### src/rtl/sort_ctrl.sv
// Block sorter: load N elements, run N odd-even transposition passes,
// then drain the sorted block one element per handshake.
module sort_ctrl #(
  parameter int N = 8,
  parameter int W = 8
) (
  input  logic         clk,
  input  logic         rst,
  input  logic         in_valid,
  input  logic [W-1:0] in_data,
  output logic         in_ready,
  input  logic         desc,
  output logic         out_valid,
  output logic [W-1:0] out_data,
  input  logic         out_ready,
  output logic         busy,
  output logic         done
);

  localparam int IW = $clog2(N);
  localparam int CW = IW + 1;
  localparam logic [CW-1:0] LAST = CW'(N - 1);

  typedef enum logic [1:0] {
    LOAD,
    SORT,
    DRAIN
  } state_t;

  state_t         r_state;
  logic [CW-1:0]  r_cnt;
  logic           r_dir;
  logic [W-1:0]   r_a    [N];
  logic [W-1:0]   w_pass [N];
  logic [IW-1:0]  w_idx;
  logic           w_last;

  assign w_idx  = r_cnt[IW-1:0];
  assign w_last = (r_cnt == LAST);

  assign in_ready  = (r_state == LOAD);
  assign busy      = (r_state == SORT);
  assign out_valid = (r_state == DRAIN);
  assign out_data  = (r_state == DRAIN) ? r_a[w_idx] : '0;
  assign done      = (r_state == DRAIN) && out_ready && w_last;

  // Pairs within one pass are disjoint, so every swap reads the old array.
  always_comb begin
    for (int k = 0; k < N; k++) begin
      w_pass[k] = r_a[k];
    end
    for (int k = 0; k < N - 1; k++) begin
      if (k[0] == r_cnt[0]) begin
        if (r_dir ? (r_a[k] < r_a[k+1])
                  : (r_a[k] > r_a[k+1])) begin
          w_pass[k]   = r_a[k+1];
          w_pass[k+1] = r_a[k];
        end
      end
    end
  end

  always_ff @(posedge clk or posedge rst) begin
    if (rst) begin
      r_state <= LOAD;
      r_cnt   <= '0;
      r_dir   <= 1'b0;
      for (int k = 0; k < N; k++) begin
        r_a[k] <= '0;
      end
    end else begin
      unique case (r_state)
        LOAD: begin
          if (in_valid) begin
            r_a[w_idx] <= in_data;
            if (r_cnt == '0) begin
              r_dir <= desc;
            end
            if (w_last) begin
              r_state <= SORT;
              r_cnt   <= '0;
            end else begin
              r_cnt <= r_cnt + 1'b1;
            end
          end
        end
        SORT: begin
          for (int k = 0; k < N; k++) begin
            r_a[k] <= w_pass[k];
          end
          if (w_last) begin
            r_state <= DRAIN;
            r_cnt   <= '0;
          end else begin
            r_cnt <= r_cnt + 1'b1;
          end
        end
        DRAIN: begin
          if (out_ready) begin
            if (w_last) begin
              r_state <= LOAD;
              r_cnt   <= '0;
            end else begin
              r_cnt <= r_cnt + 1'b1;
            end
          end
        end
        default: begin
          r_state <= LOAD;
          r_cnt   <= '0;
        end
      endcase
    end
  end

endmodule

### config.mk
export PLATFORM = sky130hd
export DESIGN_NAME = sort_ctrl
export DESIGN_NICKNAME = d
export VERILOG_FILES = /design/src/rtl/sort_ctrl.sv
export SDC_FILE = /design/constraint.sdc
export NUM_CORES = 1
export LEC_CHECK = 0
export BUFFER_PORTS_ARGS = -buffer_cell sky130_fd_sc_hd__buf_2
export CAP_MARGIN = 20
export CORE_MARGIN = 2
export CORE_UTILIZATION = 68
export CTS_CLUSTER_DIAMETER = 80
export DETAILED_ROUTE_END_ITERATION = 16
export PLACE_DENSITY = 0.9
export RECOVER_POWER = 50
export SYNTH_ARGS = -nofsm -noshare
export SYNTH_HDL_FRONTEND = slang
export SYNTH_SLANG_ARGS = --single-unit
### constraint.sdc
create_clock -name clk -period 4.2 [get_ports clk]
set_clock_uncertainty 0.15 [all_clocks]
set_input_delay 0.84 -clock clk [delete_from_list [all_inputs] [get_ports clk]]
set_output_delay 0.84 -clock clk [all_outputs]
set_load 0.1 [all_outputs]
## After elaboration in Yosys (flattened, before gate mapping)

Cells that the tools add are included.

- $lt $le $gt $ge: 16
- Divide/modulo/power cells: 0
- Reduce and logical (&&, ||, !) cells: 12
- Multipliers: 0
- Bitwise logic cells: 1
- Muxes and demuxes: 40
- Add/subtract/negate cells: 1
- Shift-type cells: 0
- Equal/unequal tests: 11

Operators by type and width:

| cell | number |
|---|---|
| two-way mux 16 bit | 14 |
| case mux 64 bit (2 select lines) | 1 |
| bitwise mux 64 bit | 1 |
| two-way mux 64 bit | 1 |
| greater-than comparator 8 bit | 7 |
| < comparator 8 bit | 7 |
| two-way mux 8 bit | 4 |
| binary-select mux 8 bit (select 3 bit) | 1 |
| demux 8 bit (select 3 bit) | 1 |
| two-way mux 4 bit | 3 |
| != test 2 x 1 -> 1 bit (second input constant) | 6 |
| case mux 4 bit (3 select lines) | 1 |
| two-way mux 2 bit | 5 |
| AND reduction 4 bit | 2 |
| two-way mux 1 bit | 7 |
| case mux 2 bit (3 select lines) | 1 |
| AND reduction 5 bit | 1 |
| adder 4 x 1 -> 4 bit (second input constant) | 1 |
| equality test 4 x 3 -> 1 bit (second input constant) | 1 |
| >= comparator 4 bit (second input constant) | 1 |
| logical NOT 4 bit | 1 |
| < comparator 4 x 1 -> 1 bit (second input constant) | 1 |
| != test 2 bit (second input constant) | 2 |
| NOT 3 -> 4 bit | 1 |
| other kinds (7) | 10 |

- Memories: 0
- Register bits: 71
- Output and inout bits: 12
- Logic and storage cells: 92
- ROM bits: 0
- Input port bits: 13
- Latch bits: 0
- Bits in writable memories: 0

## Depth between registers and ports, before layout

- Depth after elaboration: 17
- Mapped depth: 11
- Depth with buffers taken out: 9

## Worst setup path before layout

No wires, ideal clock.

- Path type: register to output
- Start point: register r_cnt[0]
- End point: output port out_data[0]
- Data arrival time: 3.002 ns
- Path slack: 0.208 ns
- Stages on the path, launching flop included: 9
- Path buffers: 4
- Data required time: 3.210 ns
- Cell sequence: dfrtp_1 buf_2 buf_2 buf_2 buf_1 nand2_1 o221ai_1 o21ai_0 a21oi_1

- Cells in the longest elaborated chain, start to end: 5

Ends and longest elaborated chain:

| element | RTL line | source |
|---|---|---|
| start, declared | 31 | `logic [CW-1:0] r_cnt;` |
| start signal, assigned | 83 | `r_cnt <= r_cnt + 1'b1;` |
| start signal, assigned | 95 | `r_cnt <= r_cnt + 1'b1;` |
| start signal, assigned | 104 | `r_cnt <= r_cnt + 1'b1;` |
| NOT 3 -> 4 bit (implied by the code) | 44 | `assign out_data = (r_state == DRAIN) ? r_a[w_idx] : '0;` |
| binary-select mux 8 bit (select 3 bit) | 44 |  |
| two-way mux 8 bit (implied by the code) (2 in series) | 44 |  |
| two-way mux 8 bit | 44 |  |
| end, declared | 14 | `output logic [W-1:0] out_data,` |

No other way between the ends. The select of a mux whose other input is x is not followed.

## Worst setup path after layout

- Start point: register r_cnt[2]
- End point: output port out_data[7]

Same word-level chain as after synthesis.

==> flow_summary.ini <==
[route]
ant_nets = 0
dr.first_iter.drc_count = 789
drc = 0
wirelength_um = 20500
avgViaCountPerCell = 7.40
via_count = 6468
drt-wirelength-per-cell_um = 23.5
drt-pass1-iter-count = 8

[die]
die_area_mm2 = 0.00998
initial_core_util_pct = 71.0
row_count = 34
core_mm2 = 0.00881
die_h_um = 99.9
fp.dieW_um = 99.9
ios = 25

[outcome]
violations = max-capacitance violations, max-slew violations
status = finished with violations

[timing]
post-route-period-util_pct = 86.1
setup_viol = 0
final_max_slew_viol_count = 74
setup-tns-final_ps = 0
worst_pin_slew_ps = 1810
max_freq_mhz = 277
relSlewSlack_pct = -20.7
grt_setup_unrepaired = false
hold_violations = 0
layout_min_cycle_time_ps = 3620

[placement]
place_congestion = 0.989
hpwl_um = 14600
io_buffers = 24

[cts]
cts_setup_buffers = 0
h-tree-depth = 3
cts-root-buf = clkbuf_8
cts.clk_slew.worst_paths_ps = 70
cts_buffers = 9
clock_sink_count = 71
ctsHoldBuffers = 0
cts_buffer_depth = 2
cts-resized-gates = 0
cts_tree = built
clkLatencyLatePin_ps = 350

[global_route]
overflow = 0
grt_pass1_wl_um = 33100
grt_pass1_vias = 6182
grt_max_degree = 59
groute.usage.overall_pct = 43.1
antenna_found_initial = 0

[critical_path]
cp-start-kind = flop
critPathMaxFanout = 22
end_kind = primary output
worstPathArrival_ps = 2630
required_ps = 3210
r2r_cells = 6
worstSetupPathType = reg2out

[flow_run]
max_cap_violations = 2

[synthesis]
ys_types = 62
synth_area_mm2 = 0.00625
yosysTopAreaCellShare_pct = 28.4
synth_nets = 835
post-synth-top-count-cell = dfrtp_1
ys_seq_elements = 71
ys.flop_type = dfrtp_1
avgSynthCellArea_um2 = 8.19
synth_area_leaders = dfrtp_1 28%, ha_1 12%, a21oi_1 5.5%, o21ai_0 4.7%, nor2_1 4.2%
synth_edf_count = 0
synth_area_leader_cell = dfrtp_1
yosysSeqAreaShare_pct = 28.4
yosysWarnings = 0
synth-async-reset-ratio_pct = 100
synthCells = 764
synth_commonest_cells = 71 x dfrtp_1, 70 x nor2_1, 69 x a21oi_1

[cells_and_area]
n_antenna_cell = 0
multi_input_area_mm2 = 0.00400
seqCellArea_mm2 = 0.00178
area_delta_synth_final_pct = 5.08
fin_nets = 833
layout-drive-gt1-share_pct = 9.66
nFillCells = 643

[min_path]
hold_class = reg2reg
min_delay_path_depth = 1
## cells in the final DEF, fill, tap and decap left out, types with 4 or more instances in the layout
cell        n
a31oi_1    26
buf_2      22
a211oi_1   10
mux4_2      6
o22ai_1    16
buf_4       5
nand2_1    58
o21ai_0    59
ha_1       58
o211ai_1   13
dfrtp_1    71
inv_1      63
nand3_1    17
a2bb2oi_1   7
nor3_1     20
o31ai_1    16
mux2i_1    26
nor3b_1     6
nand4_1    11
a21oi_1    69
a22oi_1    12
a21o_1      7
clkbuf_8   13
nor2b_1     7
nor2_1     70
a221oi_1    7
a221o_1     8
o211ai_2    8
and2_1      4
## final timing paths
check | start | end | slack (ps)
max | r_cnt[2] | out_data[7] | 580
min | r_cnt[3] | r_cnt[3] | 400
max reg2reg | r_dir | r_a[18] | 950
min reg2reg | r_cnt[3] | r_cnt[3] | 400
max in group asynchronous | rst | r_a[36] | 730
min in group asynchronous | rst | r_state[0] | 800
## area by class of cell
cell class                      instances  area share (%)
Sequential cell                        71            27.0
Tap cell                              108            2.06
Clock inverter                          4           0.685
Clock buffer                           11            2.30
Timing Repair Buffer                   32            3.33
Inverter                               65            3.71
Multi-Input combinational cell        583            60.9
## metal layers
layer / wire length [um] / vias to the layer above / GRT usage, %
met5: 0 / - / 0
li1: - / 2830 / -
met2: 8930 / 514 / 64.3
met3: 2740 / 112 / 9.68
met4: 1100 / 0 / 21.1
met1: 7730 / 3012 / 59.4
## cells by family (layout without fill, tap and decap cells)
kind of cell	Yosys count	after routing	share of synthesized area, %
buf+inv	110	112	7.62
mux	35	35	6.90
compound gates	278	278	29.5
flops	71	71	28.4
simple gates	212	212	16.0
fa+ha+maj	58	58	11.6
## flip-flops by register name, indices dropped and copies added (netlist names)
register  cells
r_a          64
r_cnt         4
r_dir         1
r_state       2
## per-stage QoR
stage / worst slack (ps) / utilization (%) / area (um2) / instances / hold WS, ps
2_1_floorplan: 208 / - / 6250 / 764 / 339
3_3_place_gp: 1010 / 72.1 / 6350 / 857 / 361
3_5_place_dp: 1000 / 72.1 / 6350 / 857 / 376
4_1_cts: 625 / 74.4 / 6550 / 872 / 385
5_1_grt: 210 / 74.6 / 6570 / 874 / 416
6_report: 583 / 74.6 / 6570 / 874 / 402
## worst max-delay path, cell delays in order (launching register included)
cell and delay, ps:
dfrtp_1 890, inv_1 330, nor2_1 210, a22oi_1 110
o22a_1 220, nor2_1 80, buf_2 430
Power is left out: the tool's default activity adds up to more than one toggle a clock period on the data nets, which glitch-free logic cannot reach.
